--- src/rtl/mips_main_control.sv ---
// mips_main_control -- multicycle main control FSM for the MIPS datapath.
//
// Decodes IR opcode/funct and drives every datapath mux select and register
// enable, one state per clock. Also sequences the reset $29 initialisation
// and the overflow / invalid-opcode exception entry.
//
// Ports:
//   clk, reset          rising-edge clock, synchronous active-high reset
//   opcode, funct       IR[31:26], IR[5:0]
//   zero, overflow      ALU flags
//   pcWrite .. epcControl  register/memory enables
//   iord, excpControl, aluSrcA, aluSrcB, aluControl, srcWrite, srcData,
//   pcSource, lsControl    datapath mux selects
//   state_dbg           current state encoding (verification visibility)
module mips_main_control #(
    parameter int          MEM_WAIT = 2,
    parameter int unsigned SP_INIT  = 227
) (
    input  logic       clk,
    input  logic       reset,
    input  logic [5:0] opcode,
    input  logic [5:0] funct,
    input  logic       zero,
    input  logic       overflow,
    output logic       pcWrite,
    output logic       irWrite,
    output logic       memWrite,
    output logic       regWrite,
    output logic       memRegControl,
    output logic       aControl,
    output logic       bControl,
    output logic       aluOutControl,
    output logic       epcControl,
    output logic [1:0] iord,
    output logic [1:0] excpControl,
    output logic [1:0] aluSrcA,
    output logic [1:0] aluSrcB,
    output logic [2:0] aluControl,
    output logic [2:0] srcWrite,
    output logic [3:0] srcData,
    output logic [2:0] pcSource,
    output logic [1:0] lsControl,
    output logic [4:0] state_dbg
);
    typedef enum logic [4:0] {
        S_RST, S_FETCH, S_FWAIT, S_FIR, S_DECODE,
        S_R_EX, S_R_WB, S_ADDI_EX, S_I_WB,
        S_ADDR, S_SW_WR, S_LW_RD, S_LW_WAIT, S_LW_MDR, S_LW_WB,
        S_BR, S_JMP, S_JR,
        S_EXC_EPC, S_EXC_WAIT, S_EXC_MDR, S_EXC_PC
    } state_t;

    // One shared counter paces every memory wait; it restarts whenever the
    // FSM enters a wait state from a different state.
    localparam int CW = (MEM_WAIT > 1) ? $clog2(MEM_WAIT) : 1;
    localparam logic [CW-1:0] WAIT_LAST = CW'((MEM_WAIT > 0) ? MEM_WAIT - 1 : 0);

    // The $29 reset value itself is a datapath constant; it only has to fit
    // the 8-bit constant path selected by srcData=1000.
    if (SP_INIT > 32'd255) begin : g_sp_init_out_of_range
    end

    state_t          state, state_next;
    logic [CW-1:0]   cnt;
    logic [1:0]      cause, cause_next;
    logic            wait_done;
    logic            is_r_alu, is_jr, add_sub;

    assign wait_done = (cnt == WAIT_LAST);
    assign is_r_alu  = (opcode == 6'h00) &&
                       (funct == 6'h20 || funct == 6'h22 || funct == 6'h24);
    assign is_jr     = (opcode == 6'h00) && (funct == 6'h08);
    assign add_sub   = (funct == 6'h20) || (funct == 6'h22);
    assign state_dbg = state;

    always_ff @(posedge clk) begin
        if (reset) begin
            state <= S_RST;
            cnt   <= '0;
            cause <= 2'b00;
        end else begin
            state <= state_next;
            cause <= cause_next;
            if (state_next == state) cnt <= cnt + 1'b1;
            else                     cnt <= '0;
        end
    end

    // Next-state logic
    always_comb begin
        state_next = state;
        cause_next = cause;
        unique case (state)
            S_RST:     state_next = S_FETCH;
            S_FETCH:   state_next = (MEM_WAIT == 0) ? S_FIR : S_FWAIT;
            S_FWAIT:   if (wait_done) state_next = S_FIR;
            S_FIR:     state_next = S_DECODE;
            S_DECODE: begin
                if (is_r_alu)                                  state_next = S_R_EX;
                else if (is_jr)                                state_next = S_JR;
                else if (opcode == 6'h08)                      state_next = S_ADDI_EX;
                else if (opcode == 6'h23 || opcode == 6'h2B)   state_next = S_ADDR;
                else if (opcode == 6'h04 || opcode == 6'h05)   state_next = S_BR;
                else if (opcode == 6'h02)                      state_next = S_JMP;
                else begin
                    state_next = S_EXC_EPC;
                    cause_next = 2'b00;
                end
            end
            S_R_EX: begin
                if (add_sub && overflow) begin
                    state_next = S_EXC_EPC;
                    cause_next = 2'b01;
                end else state_next = S_R_WB;
            end
            S_ADDI_EX: begin
                if (overflow) begin
                    state_next = S_EXC_EPC;
                    cause_next = 2'b01;
                end else state_next = S_I_WB;
            end
            S_ADDR:     state_next = (opcode == 6'h23) ? S_LW_RD : S_SW_WR;
            S_LW_RD:    state_next = (MEM_WAIT == 0) ? S_LW_MDR : S_LW_WAIT;
            S_LW_WAIT:  if (wait_done) state_next = S_LW_MDR;
            S_LW_MDR:   state_next = S_LW_WB;
            S_EXC_EPC:  state_next = (MEM_WAIT == 0) ? S_EXC_MDR : S_EXC_WAIT;
            S_EXC_WAIT: if (wait_done) state_next = S_EXC_MDR;
            S_EXC_MDR:  state_next = S_EXC_PC;
            S_R_WB, S_I_WB, S_SW_WR, S_LW_WB, S_BR, S_JMP, S_JR, S_EXC_PC:
                        state_next = S_FETCH;
            default:    state_next = S_RST;
        endcase
    end

    // Moore outputs (BR's pcWrite additionally follows zero)
    always_comb begin
        pcWrite = 1'b0; irWrite = 1'b0; memWrite = 1'b0; regWrite = 1'b0;
        memRegControl = 1'b0; aControl = 1'b0; bControl = 1'b0;
        aluOutControl = 1'b0; epcControl = 1'b0;
        iord = 2'b00; excpControl = 2'b00; aluSrcA = 2'b00; aluSrcB = 2'b00;
        aluControl = 3'b000; srcWrite = 3'b000; srcData = 4'b0000;
        pcSource = 3'b000; lsControl = 2'b00;
        unique case (state)
            S_RST: begin
                regWrite = 1'b1; srcWrite = 3'b010; srcData = 4'b1000;
            end
            S_FIR: begin
                irWrite = 1'b1; aluSrcB = 2'b01; aluControl = 3'b001; pcWrite = 1'b1;
            end
            S_DECODE: begin
                aControl = 1'b1; bControl = 1'b1; aluSrcB = 2'b11;
                aluControl = 3'b001; aluOutControl = 1'b1;
            end
            S_R_EX: begin
                aluSrcA = 2'b01; aluOutControl = 1'b1;
                aluControl = (funct == 6'h22) ? 3'b010 :
                             (funct == 6'h24) ? 3'b011 : 3'b001;
            end
            S_R_WB: begin
                regWrite = 1'b1; srcWrite = 3'b001; srcData = 4'b1001;
            end
            S_ADDI_EX, S_ADDR: begin
                aluSrcA = 2'b01; aluSrcB = 2'b10; aluControl = 3'b001; aluOutControl = 1'b1;
            end
            S_I_WB: begin
                regWrite = 1'b1; srcData = 4'b1001;
            end
            S_SW_WR: begin
                iord = 2'b01; memWrite = 1'b1;
            end
            S_LW_RD, S_LW_WAIT: iord = 2'b01;
            S_LW_MDR:           memRegControl = 1'b1;
            S_LW_WB: begin
                srcData = 4'b0001; regWrite = 1'b1;
            end
            S_BR: begin
                aluSrcA = 2'b01; aluControl = 3'b010; pcSource = 3'b001;
                pcWrite = (opcode == 6'h04) ? zero : ~zero;
            end
            S_JMP: begin
                pcSource = 3'b010; pcWrite = 1'b1;
            end
            S_JR: begin
                pcSource = 3'b011; pcWrite = 1'b1;
            end
            S_EXC_EPC: begin
                aluSrcB = 2'b01; aluControl = 3'b010; epcControl = 1'b1;
                iord = 2'b10; excpControl = cause;
            end
            S_EXC_WAIT: begin
                iord = 2'b10; excpControl = cause;
            end
            S_EXC_MDR: begin
                memRegControl = 1'b1; iord = 2'b10; excpControl = cause;
            end
            S_EXC_PC: begin
                lsControl = 2'b10; pcSource = 3'b101; pcWrite = 1'b1;
            end
            default: ;
        endcase
    end
endmodule

--- config.mk ---
export PLATFORM = sky130hd
export DESIGN_NAME = mips_main_control
export DESIGN_NICKNAME = d
export VERILOG_FILES = /design/src/rtl/mips_main_control.sv
export SDC_FILE = /design/constraint.sdc
export NUM_CORES = 1
export LEC_CHECK = 0
export CORE_MARGIN = 5
export CORE_UTILIZATION = 43
export DETAILED_ROUTE_END_ITERATION = 12
export PLACE_DENSITY = 0.82
export SLEW_MARGIN = 20
export SYNTH_ARGS = -nofsm -noshare
export SYNTH_HDL_FRONTEND = slang
export SYNTH_SLANG_ARGS = --single-unit
--- constraint.sdc ---
create_clock -name clk -period 2 [get_ports clk]
set_input_delay 0.3 -clock clk [delete_from_list [all_inputs] [get_ports clk]]
set_output_delay 0.3 -clock clk [all_outputs]
set_load 0.01 [all_outputs]
Word level (Yosys, flattened, before mapping)
Index checks and enable logic that the tools add are counted.
Widths: inputs -> output; s select.
- add/subtract/negate cells: 1
- equal/unequal tests: 40
- mux-type cells: 42
- bitwise logic cells: 2
- reduce and logical (&&, ||, !) cells: 25
- operators by type and width (operator ; number):
    $pmux 5 s14 ; 1
    $mux 5 ; 10
    $eq 5x4->1 const B ; 8
    $eq 5x5->1 const B ; 6
    $eq 6x6->1 const B ; 5
    $mux 2 ; 13
    $eq 5x3->1 const B ; 4
    $reduce_or 4->1 ; 5
    $pmux 2 s3 ; 3
    $ne 2x2->1 const B ; 8
    $eq 6x3->1 const B ; 2
    $eq 6x4->1 const B ; 2
    $pmux 3 s4 ; 1
    $pmux 4 s3 ; 1
    $reduce_or 2->1 ; 6
    $eq 5x2->1 const B ; 2
    $mux 1 ; 10
    $reduce_and 9->1 ; 1
    $reduce_or 9->1 ; 1
    $pmux 2 s2 ; 2
    $eq 6x2->1 const B ; 1
    $logic_not 6->1 ; 1
    $reduce_or 3->1 ; 2
    $eq 5x1->1 const B ; 1
    other kinds (8) ; 14
- register bits after elaboration: 8
- input bits: 16
- output and inout bits: 37
- logic and storage cells: 113

Logic depth before layout (Yosys ltp)
- depth in word-level cells: 11
- mapped depth: 8
- depth with buffers taken out: 7

Worst setup path before layout
No wires, ideal clock.
- path kind: flip-flop to output port
- start: register state[2], in the netlist state_dbg[2]
- end: output port aluSrcB[1]
- arrival: 1.426 ns
- required time: 1.700 ns
- slack: 0.274 ns
- cell stages (with the launch flop): 4
- buffers on the path: 1
- cells stage by stage: dfxtp_1 -> buf_2 -> or3b_1 -> o31ai_1
- word-level cells in the longest chain between the ends: 3
- elaborated cells on any way between the ends: 8
- classes of those cells: eq/ne (5); mux (1); reduce/logical (2)
- RTL lines (what ; RTL line ; text):
    start: declaration ; 63 ; state_t state, state_next;
    start signal: assignment ; 82 ; state <= state_next;
    $eq 5x5->1, or another cell as far along ; 143 ; unique case (state)
    $reduce_or 2->1 (no line) ; - ;
    $pmux 2 s3 (*) ; 143 ;
    end: declaration ; 37 ; output logic [1:0] aluSrcB,
Every way passes the cells marked *; elsewhere a longest branch is shown, timed or not.

Worst setup path after layout
- start: register state[1], in the netlist state_dbg[1]
- end: output port regWrite
- word-level cells in the longest chain between the ends: 3
- elaborated cells on any way between the ends: 6
- classes of those cells: eq/ne (3); mux (1); reduce/logical (2)
- RTL lines (what ; RTL line ; text):
    $eq 5x4->1, or another cell as far along ; 143 ;
    $reduce_or 4->1 (no line) (*) ; - ;
    $mux 1 (*) ; 143 ;
    end: declaration ; 28 ; output logic regWrite,
Marks and branches as above.

==> parameters.txt <==
Parameter                              Value

Global routing
  Number of global-route vias before repair    1575
  Remaining global-route overflow    0
  Total global-route track usage    20.8%
  Initial antenna violation count    0
  Maximum number of pins on one net before global-route repair    13
  First-pass GRT wire length    7.00 mm

Detailed routing
  Final routed DRC violation total    0
  Via-to-Cell Ratio    5.91
  Starting DRC count in detailed routing    182
  Number of iterations in the first detailed-routing pass    5
  Number of routed nets with antenna violations    0
  Average wire per cell in the routed design    16.8 µm
  Routed via count    1803
  Final wirelength    5.12 mm

STA
  Max Freq    469 MHz
  Final number of max-transition violations    0
  Setup TNS Final    -0.150 ns
  PnR worst setup slack    -0.131 ns
  Setup violations, final    3
  RSZ-0062 raised after global routing    yes
  Number of hold-slack violations in the final timing report    0
  Skew final    0.0184 ns
  Share of the clock period used by the worst path    107%
  Hold Slack    0.499 ns
  Shortest period the worst path allows    2.13 ns

Die
  Row count    19
  I/O Pins    53
  Die footprint    3970 µm²
  Total core area    2730 µm²
  Die H    63.0 µm
  Die extent in x    63.0 µm
  Effective utilization at floorplan    44.3%

Worst setup path
  Critical Path Source Type    flip-flop
  CP top delay family    buffers and inverters
  Cell with the largest stage delay on the worst path    dlygate4sd2_1
  Largest fanout on the critical path    9
  Biggest cell delay along the critical path    0.37 ns
  Setup Crit Path Kind    reg -> out
  Length in cells of the worst reg-to-reg path    9
  CP Capture Type    output pin
  Depth of the critical timing path with buffers and inverters included    5
  Data arrival time of the critical path    1.83 ns
  List of cells traversed by the critical path    buf_12 > and2b_2 > buf_4 > nor4_1 > dlygate4sd2_1
  Buffering stage count on the worst path with inverters included    3
  WP data required    1.70 ns

Power
  Total leakage power    1.06 nW
  Maximum vdd drop    0.000811 V
  Power per standard cell area    727 nW/µm²
  Power, Total    1.58 mW

Place
  Routability-driven placement congestion ratio    0.905
  HPWL after DPL    3.23 mm
  Total of buffers placed on input and output ports    45
  Pre-CTS worst setup slack    -0.578 ns
  Number of cells in the design after placement    294
  Cell area reported after detailed placement    1990 µm²

Layout
  Share of post-route cells with drive strength above 1    40.1%
  Relative area change from synthesis to final layout    80.2%
  Final layout net count    291
  Final core utilization    79.8%
  Number of inserted diodes    0
  Post-Layout Inst Area    2180 µm²
  Layout Cells excl Fill    305

Clock network
  H-tree depth reported by CTS    1
  Maximum buffer depth of the clock tree    2
  Clock net sink count    7
  Clock input transition at the sequential cells of the worst setup and hold paths    0.07 ns
  Total of hold buffers inserted after clock tree synthesis    0
  Worst-Skew Late Latency    0.27 ns
  Clock tree from TritonCTS    built
  Total CTS buffers    3
  Clock root cell    clkbuf_4

Logic synthesis
  Distinct cell type count after synthesis    59
  Commonest cells in the netlist    nor2_1, a21oi_1, buf_4, nand2_1, nor2b_1
  Post-synthesis cell type with the largest combined area    dfxtp_1
  Mean post-synth cell area    6.87 µm²
  Cell area after synthesis    1210 µm²
  Most instantiated flip-flop cell in the synthesis netlist    dfxtp_1
  Number of synthesized flops with an enable pin    0
  Share of flip-flops with an asynchronous set or reset after synthesis    0%
  Sequential cell area fraction in the yosys report    11.6%
  Number of synthesized register bits    7
  Share of Yosys cell area claimed by the top area cell type    11.6%
  Leading post-synthesis cells by cell area    dfxtp_1, nor2_1, buf_4
  Syn Inst Count    176
  Count of yosys warnings during synthesis    0
  Most frequent cell after synthesis    nor2_1

Worst hold path
  Depth of the worst hold-timing path    2
  Classification of the worst-slack hold path    reg -> reg

Job
  Max-cap viol count    0

Status
  Violations in the final reports    setup timing
  Result of the run    complete, but fails checks
## worst reg2reg max path, cell delays in order (launching register included)
cell and delay, ns:
dfxtp_4 0.43, buf_6 0.13, buf_4 0.11, and2b_2 0.20, nand3_2 0.12, buf_4 0.17
a211oi_1 0.30, nor3_2 0.11, xnor2_1 0.18, nor3_2 0.05
## what timing repair did
item	CTS	global route
pin swaps	8	5
resized for setup	65	23
buffers inserted	5	2
setup endpoints to repair	26	13
## cell usage in the layout, fill, tap and decap left out, types with 3 or more instances in the layout
cell type,netlist,layout
nand2_1,9,9
nand3_1,5,4
nor2b_1,9,7
o21ai_0,6,6
nand2b_1,4,4
nand3b_1,3,3
clkbuf_4,0,3
nor3b_1,5,3
dlymetal6s2s_1,0,4
buf_4,12,59
a21oi_1,13,12
nor2_1,25,24
dfxtp_4,0,3
nor3_1,6,3
buf_2,3,3
inv_1,5,4
and3_1,4,4
conb_1,1,7
clkdlybuf4s50_1,0,12
buf_6,3,3
nor3_2,1,4
dlygate4sd2_1,0,21
a211oi_1,3,3
## per-layer routing
| metal | GRT usage (%) | vias to the layer above | wire length [µm] | part of all wire (%) |
|---|---|---|---|---|
| li1 | - | 823 | - | - |
| met1 | 25.4 | 805 | 1900 | 37 |
| met2 | 36.4 | 145 | 2450 | 48 |
| met3 | 3.42 | 30 | 502 | 9.8 |
| met4 | 6.37 | 0 | 261 | 5.1 |
| met5 | 0 | - | 0 | 0 |
## final timing paths
kind	startpoint	endpoint	slack [ns]
max	state_dbg[1]	regWrite	-0.13
min	cause[0]	cause[0]	0.50
max reg2reg	state_dbg[2]	cnt	0.11
min reg2reg	cause[0]	cause[0]	0.50
## where the power goes
group          leakage (nW)  switching, mW  internal, mW  total [mW]
Combinational         0.987          0.602         0.629        1.23
Sequential           0.0601         0.0454         0.168       0.213
Clock                0.0150         0.0631        0.0766       0.140
Total                  1.06          0.711         0.874        1.58
## sequential cells by signal, summed over array words and instances (netlist names)
name and flops:
cnt 1, state_dbg 5, cause 1
## area by class of cell
cell class,count,area (µm²)
well taps,31,38.8
inverters,6,22.5
clock buffers,4,26.3
repair buffers,107,896
multi-input cells,150,1040
fillers,190,553
flip-flops and latches,7,154
## kinds of logic after synthesis
kind of cell / synth area share (%)
buf+inv: 14.5
compound gates: 27.3
mux: 0.827
other cells: 0.310
flops: 11.6
xor+xnor: 2.90
simple gates: 42.6
(Power assumes the default switching activity.)
